`config.mk`:
```
export PLATFORM = sky130hd
export DESIGN_NAME = md_seq_ctrl
export DESIGN_NICKNAME = d
export VERILOG_FILES = /design/src/rtl/md_pkg.sv /design/src/rtl/md_lat_counter.sv /design/src/rtl/md_seq_ctrl.sv
export SDC_FILE = /design/constraint.sdc
export NUM_CORES = 1
export LEC_CHECK = 0
export CAP_MARGIN = 20
export CORE_MARGIN = 3
export CORE_UTILIZATION = 30
export CTS_BUF_LIST = sky130_fd_sc_hd__clkbuf_8
export CTS_CLUSTER_SIZE = 25
export DETAILED_ROUTE_END_ITERATION = 10
export PLACE_DENSITY = 0.65
export SETUP_SLACK_MARGIN = 0.05
export SYNTH_ARGS = -nofsm -noshare
export SYNTH_HDL_FRONTEND = slang
export SYNTH_SLANG_ARGS = --single-unit
```
`constraint.sdc`:
```
create_clock -name clk -period 2.2 [get_ports clk]
set_input_delay 0.22 -clock clk [delete_from_list [all_inputs] [get_ports clk]]
set_output_delay 0.22 -clock clk [all_outputs]
set_load 0.01 [all_outputs]
```
`src/rtl/md_pkg.sv`:
```
// Shared definitions for the multiply/divide unit: op classes, FSM states, latencies.
// Latency: n/a (package only).
// Backpressure: n/a (package only).
// Also used by the decoder and the HI/LO datapath, so the op encoding must stay stable.
package md_pkg;

   // HI/LO op class carried down the pipeline. Codes 9..15 are unused
   // and every consumer treats them as OP_NONE.
   typedef enum logic [3:0] {
      OP_NONE  = 4'd0,
      OP_MULT  = 4'd1,
      OP_MULTU = 4'd2,
      OP_DIV   = 4'd3,
      OP_DIVU  = 4'd4,
      OP_MFHI  = 4'd5,
      OP_MFLO  = 4'd6,
      OP_MTHI  = 4'd7,
      OP_MTLO  = 4'd8
   } md_op_e;

   typedef enum logic {
      ST_IDLE = 1'b0,
      ST_RUN  = 1'b1
   } md_state_e;

   localparam int unsigned MD_MULT_LAT_DEF = 5;
   localparam int unsigned MD_DIV_LAT_DEF  = 10;
   localparam int unsigned MD_CNT_W_DEF    = 4;

   // True for the ops that occupy the shared multiply/divide unit.
   function automatic logic is_md(input logic [3:0] op);
      return (op == OP_MULT) || (op == OP_MULTU) || (op == OP_DIV) || (op == OP_DIVU);
   endfunction

   // True for the long-latency divide ops.
   function automatic logic is_div(input logic [3:0] op);
      return (op == OP_DIV) || (op == OP_DIVU);
   endfunction

endpackage

```
`src/rtl/md_lat_counter.sv`:
```
// Down-counter that times a multiply/divide from launch to commit.
// Latency: load/decrement take effect at the next clk edge; expired is combinational on cnt.
// Backpressure: none; decrements whenever dec is high and cnt is non-zero.
//
// Ports:
//   clk, reset      clock and synchronous active-high reset (cnt -> 0)
//   load, load_val  load a new count (load wins over dec)
//   dec             decrement by one this cycle
//   cnt             current count
//   expired         cnt == 1: the final cycle of the operation
module md_lat_counter #(
   parameter int unsigned CNT_W = 4
) (
   input  logic             clk,
   input  logic             reset,
   input  logic             load,
   input  logic [CNT_W-1:0] load_val,
   input  logic             dec,
   output logic [CNT_W-1:0] cnt,
   output logic             expired
);

   always_ff @(posedge clk) begin
      if (reset) begin
         cnt <= '0;
      end else if (load) begin
         cnt <= load_val;
      end else if (dec && (cnt != '0)) begin
         cnt <= cnt - CNT_W'(1);
      end
   end

   assign expired = (cnt == CNT_W'(1));

endmodule

```
`src/rtl/md_seq_ctrl.sv`:
```
// Sequencing controller for the shared mult/div unit and the HI/LO registers (E stage).
// Latency: start is combinational; commit arrives LAT cycles after the launch cycle.
// Backpressure: stalls F/D (stall) while a HI/LO user sits in D and the unit is launching or busy.
//
// Ports:
//   clk, reset   clock and synchronous active-high reset (aborts any operation in flight)
//   req          flush request for the E-stage instruction
//   e_valid      E holds a real instruction
//   e_op         HI/LO op class of the E instruction (md_pkg encoding)
//   d_hilo_use   D-stage instruction reads or writes HI/LO or uses the unit
//   start        launch pulse to the datapath; dp_op is valid while it is high
//   dp_op        op forwarded to the datapath, OP_NONE when not launching
//   commit       write the datapath result into HI/LO at this edge
//   wr_hi/wr_lo  mthi / mtlo write enables
//   busy         operation in flight
//   stall        freeze F/D and bubble E
module md_seq_ctrl
   import md_pkg::*;
#(
   parameter int unsigned MULT_LAT = MD_MULT_LAT_DEF,
   parameter int unsigned DIV_LAT  = MD_DIV_LAT_DEF,
   parameter int unsigned CNT_W    = MD_CNT_W_DEF
) (
   input  logic       clk,
   input  logic       reset,
   input  logic       req,
   input  logic       e_valid,
   input  logic [3:0] e_op,
   input  logic       d_hilo_use,
   output logic       start,
   output logic [3:0] dp_op,
   output logic       commit,
   output logic       wr_hi,
   output logic       wr_lo,
   output logic       busy,
   output logic       stall
);

   md_state_e        state, state_nxt;
   logic [CNT_W-1:0] cnt;
   logic [CNT_W-1:0] lat_sel;
   logic             expired;
   logic             e_live;

   // A live E instruction: real, not being flushed, and not squashed by a
   // reset in the same cycle (keeps every strobe low while reset is held).
   assign e_live  = e_valid && !req && !reset;
   assign lat_sel = is_div(e_op) ? CNT_W'(DIV_LAT) : CNT_W'(MULT_LAT);

   always_ff @(posedge clk) begin
      if (reset) begin
         state <= ST_IDLE;
      end else begin
         state <= state_nxt;
      end
   end

   always_comb begin
      state_nxt = state;
      start     = 1'b0;
      commit    = 1'b0;
      wr_hi     = 1'b0;
      wr_lo     = 1'b0;
      case (state)
         ST_IDLE: begin
            start = e_live && is_md(e_op);
            wr_hi = e_live && (e_op == OP_MTHI);
            wr_lo = e_live && (e_op == OP_MTLO);
            if (start) begin
               state_nxt = ST_RUN;
            end
         end
         ST_RUN: begin
            // req is deliberately ignored here: a launched op always commits.
            commit = expired && !reset;
            if (expired) begin
               state_nxt = ST_IDLE;
            end
         end
         default: state_nxt = ST_IDLE;
      endcase
   end

   assign dp_op = start ? e_op : OP_NONE;
   assign busy  = (state == ST_RUN);
   // The E instruction always advances; only the D-stage HI/LO user is held.
   assign stall = d_hilo_use && (start || busy);

   md_lat_counter #(
      .CNT_W (CNT_W)
   ) u_lat_counter (
      .clk      (clk),
      .reset    (reset),
      .load     (start),
      .load_val (lat_sel),
      .dec      (busy),
      .cnt      (cnt),
      .expired  (expired)
   );

endmodule

```
# After elaboration in Yosys (flattened, before gate mapping)
# Cells that the tools add are included.
[word_totals] elab_cells=39 out_inout_bits=10 regBits=5
[classes] mux=11 eq_ne=7 addsub=1 n_reduce_logical=17 n_bitwise=1
[ops] operator="4-bit two-way mux" n=4
[ops] operator="4-bit by 1-bit equality test with 1-bit output, second input constant" n=2
[ops] operator="4-bit by 2-bit equality test with 1-bit output, second input constant" n=2
[ops] operator="4-bit by 3-bit equality test with 1-bit output, second input constant" n=2
[ops] operator="1-bit logical AND" n=8
[ops] operator="1-bit two-way mux" n=6
[ops] operator="1-bit logical OR" n=5
[ops] operator="4-bit equality test, second input constant" n=1
[ops] operator="4-bit nonzero test" n=1
[ops] operator="4-bit by 1-bit subtractor with 4-bit output, second input constant" n=1
[ops] operator="1-bit zero test" n=2
[ops] operator="1-bit case mux with 2 select lines" n=1
[ops] operator="2-bit nonzero test" n=1
[ops] operator="1-bit NOT" n=1

# Logic depth before layout (Yosys ltp)
[depth] word_depth=8 ltp_mapped=6

# By module
# Synthesis repeated with hierarchy kept, for this count alone.
[hier_totals] cells_unflattened=57 area_unflattened_um2=480.5
[modules_own_cells] mod="md_lat_counter" n_inst=1 area_each_um2=286.5 seq_area_each_um2=80.1 cells_each=33
[modules_own_cells] mod="md_seq_ctrl" n_inst=1 area_each_um2=193.9 seq_area_each_um2=20.0 cells_each=24

# Worst setup path after synthesis
# No wires, ideal clock.
[synth_path] path_kind="input -> register" startpoint="input port reset" endpoint="register u_lat_counter.cnt[1]" path_buffers=1 required_ps=2112 arrival_ps=1531 stages=6 path_slack_ps=581 cell_sequence="buf_2 nor4b_4 nand4b_4 inv_4 mux2_4 a311oi_2"
[synth_via] elab_chain_cells=5 elab_cells_between_ends=6
[synth_rtl] item="from (decl)" line_no="md_seq_ctrl.sv:25" rtl="input logic reset,"
[synth_rtl] item="1-bit zero test (*)" line_no="md_seq_ctrl.sv:47" rtl="assign e_live = e_valid && !req && !reset;"
[synth_rtl] item="1-bit logical AND (*)" line_no="md_seq_ctrl.sv:47"
[synth_rtl] item="1-bit logical AND (*)" line_no="md_seq_ctrl.sv:66" rtl="start = e_live && is_md(e_op);"
[synth_rtl] item="1-bit two-way mux (*)" line_no="md_seq_ctrl.sv:64" rtl="case (state)"
[synth_rtl] item="net start" line_no="md_seq_ctrl.sv:30" rtl="output logic start,"
[synth_rtl] item="4-bit two-way mux / 2-bit nonzero test (equally long branches)"
[synth_rtl] item="to (signal assigned)" line_no="md_lat_counter.sv:27" rtl="cnt <= load_val;"
[synth_rtl] item="to (signal assigned)" line_no="md_lat_counter.sv:29" rtl="cnt <= cnt - CNT_W'(1);"
[synth_rtl] item="to (decl)" line_no="md_lat_counter.sv:19" rtl="output logic [CNT_W-1:0] cnt,"
# The timed path passes the listed nets; every way through them passes the cells marked *.
# A chain may end at the register's enable or synchronous reset.

# Worst setup path in the final report
[layout_path] startpoint="input port e_op[0]" endpoint="output port wr_lo"
[layout_via] elab_chain_cells=3
[layout_rtl] item="from (decl)" line_no="md_seq_ctrl.sv:28" rtl="input logic [3:0] e_op,"
[layout_rtl] item="4-bit equality test" line_no="md_seq_ctrl.sv:68" rtl="wr_lo = e_live && (e_op == OP_MTLO);"
[layout_rtl] item="1-bit logical AND" line_no="md_seq_ctrl.sv:68"
[layout_rtl] item="1-bit two-way mux" line_no="md_seq_ctrl.sv:64"
[layout_rtl] item="to (decl)" line_no="md_seq_ctrl.sv:34" rtl="output logic wr_lo,"
# No other way between the ends.

==> metrics.yaml <==
drc: 0
via_per_inst: 5.21
total_power_uw: 357
nFillCells: 150
grt_overflow: 0
slew_viol_final: 0
peakVddDrop_mv: 0.289
finalCritPeriodShare_pct: 93.0
yosys_most_used_dff: "dfxtp_1"
required_ns: 1.98
grt_max_degree: 12
drive_gt1_share_pct: 27.8
cts.path.max_buffers: 2
synth_area_um2: 502
ys_seq_area_share_pct: 20.0
regToRegEndpoint: "u_lat_counter.cnt[1]"
start_util_pct: 32.5
reg2reg_slack_ns: 0.64
synth_edf_count: 0
power_leakage_uw: 0.000384
fp.dieW_um: 46.9
netlist_instances: 60
antenna_left: 0
num_io_pins: 19
power_density_nw_per_um2: 439
cts_sinks: 5
root_buffer: "clkbuf_8"
async_flop_share_pct: 0
vias: 552
skew_ns: 0.000814
min_path_type: "reg2reg"
syn_avg_cell_area_um2: 8.36
area_delta_synth_final_pct: 62.1
synthesis.nets: 71
hold_buffers: 0
rows: 14
cts.htree.levels: 1
clkLatencyLatePin_ns: 0.23
antenna_found_initial: 0
slowest_stage: "or4b_2"
drt_wl_total_mm: 1.35
whs_ns: 0.512
fmax_mhz: 489
cp-start-kind: "input pin"
cts.clk_slew.worst_paths_ns: 0.04
synth_top_area_share_pct: 20.0
antennaDiodeCount: 0
yosys-top-cells-area: "dfxtp_1 (20%), ha_1 (5.0%), nand4b_4 (4.7%), nor4b_4 (4.7%), a211oi_1 (4.5%)"
drt_iter0_drc: 10
setup_viol: 0
grt_first_pass_wirelength_mm: 2.25
cts-buffers-inserted: 3
worst_ep_arrival_time_ns: 1.83
firstDrtPassIters: 5
synth_cell_types: 37
drv_cap: 0
rsz0062_at_grt: "no"
core_area_um2: 1540
cp_max_fo: 5
ys_seq_elements: 5
place_hpwl_mm: 1.03
r2r.worst_path.cells: 5
dieArea_um2: 2200
io_buffers: 17
r2r_start: "busy"
track_usage_pct: 14.2
status: "complete, no violations"
grt_pass1_vias: 517
crit_type: "in2out"
place_congestion: 0.781
yosys_warnings: 0
cts_tree: "done"
crit_chain: "clkdlybuf4s50_1, or4b_2, nor4_2, dlygate4sd2_1"
synth_top_cell_by_area: "dfxtp_1"
hold_viol: 0
fin_nets: 102
period_minus_slack_ns: 2.05
post_drt_wl_per_cell_um: 12.7
endpoint: "wr_lo"
yosys-top-cells-count: "dfxtp_1 (5), nor2_1 (5), a211oi_1 (3), and2_1 (3), nand2_1 (3)"
cp-startpoint: "e_op[0]"
slowest_delay_ns: 0.67
fp.dieH_um: 46.9
crit_path_end_kind: "primary output"
==> cells in the final DEF, fill, tap and decap left out, drive strengths merged, types with 2 or more instances in the layout <==
cell type      count
a21oi              2
nor3               2
clkbuf             3
a211oi             3
nand2b             2
buf               12
dlymetal6s2s       2
or3                2
nand3              2
nand2              3
nand3b             2
dfxtp              5
o21ai              2
dlygate4sd2        7
clkdlybuf4s50      8
nor2               5
and2               3
a31oi              2
inv                4
ha                 2
==> cell families (layout without fill, tap and decap cells) <==
| logic type | Yosys count | in the layout | synth area share (%) |
|---|---|---|---|
| simple gates | 29 | 29 | 41.1 |
| compound gates | 15 | 15 | 22.2 |
| buf+inv | 6 | 36 | 5.99 |
| flops | 5 | 5 | 20.0 |
| fa+ha+maj | 2 | 2 | 4.99 |
| mux | 2 | 2 | 4.99 |
| other cells | 1 | 1 | 0.747 |
==> where the power goes <==
part	internal [µW]	leakage (µW)	switching, µW
Combinational	46.9	0.000317	37.6
Clock	120	0.0000269	52.1
Sequential	95.1	0.0000406	4.90
==> registers in the layout, summed over array words and instances (netlist names) <==
register	cells
u_lat_counter.cnt	4
busy	1
==> critical path: cells and delay by family <==
| kind | cells | cell delay, ns |
|---|---|---|
| buffers and inverters | 2 | 0.77 |
| and+or+nand+nor | 2 | 0.83 |
==> area by class of cell <==
type,instances,area (µm²),area share [%]
Clock buffer,3,41.3,5.08
Inverter,3,13.8,1.69
Clock inverter,1,3.75,0.462
Timing Repair Buffer,29,256,31.5
Multi-Input combinational cell,49,378,46.5
Sequential cell,5,100,12.3
Tap cell,16,20.0,2.46
==> per-layer routing <==
| metal | wire [µm] | part of all wire [%] | GRT usage (%) |
|---|---|---|---|
| met5 | 0 | 0 | 0 |
| met3 | 50 | 3.7 | 4.98 |
| met1 | 642 | 48 | 19.3 |
| met4 | 19 | 1.4 | 4.97 |
| met2 | 636 | 47 | 20.6 |
==> worst min path at each step <==
stage	start	endpoint	slack, ns	cells past startpoint
floorplan	u_lat_counter.cnt[3]	u_lat_counter.cnt[3]	0.48	2
global placement	u_lat_counter.cnt[3]	u_lat_counter.cnt[3]	0.51	2
detailed placement	u_lat_counter.cnt[3]	u_lat_counter.cnt[3]	0.51	2
CTS	u_lat_counter.cnt[3]	u_lat_counter.cnt[3]	0.51	2
global route	u_lat_counter.cnt[3]	u_lat_counter.cnt[3]	0.55	2
finish	u_lat_counter.cnt[3]	u_lat_counter.cnt[3]	0.51	2
==> metrics by stage <==
step	cells	util [%]	setup WS, ns	TNS, ns	area [µm²]
2_1_floorplan	60	-	0.581	0	502
3_3_place_gp	101	49.2	-0.111	-0.164	758
3_5_place_dp	101	49.2	-0.198	-0.285	758
4_1_cts	105	51.5	0.0884	0	795
5_1_grt	106	52.8	0.0600	0	813
6_report	106	52.8	0.154	0	813
==> repair_timing <==
item,4_1_cts,5_1_grt
setup endpoints to repair,6,3
buffers inserted,0,1
resized for setup,7,3
pin swaps,0,0
Note: power is estimated with default switching activity, not from simulation.
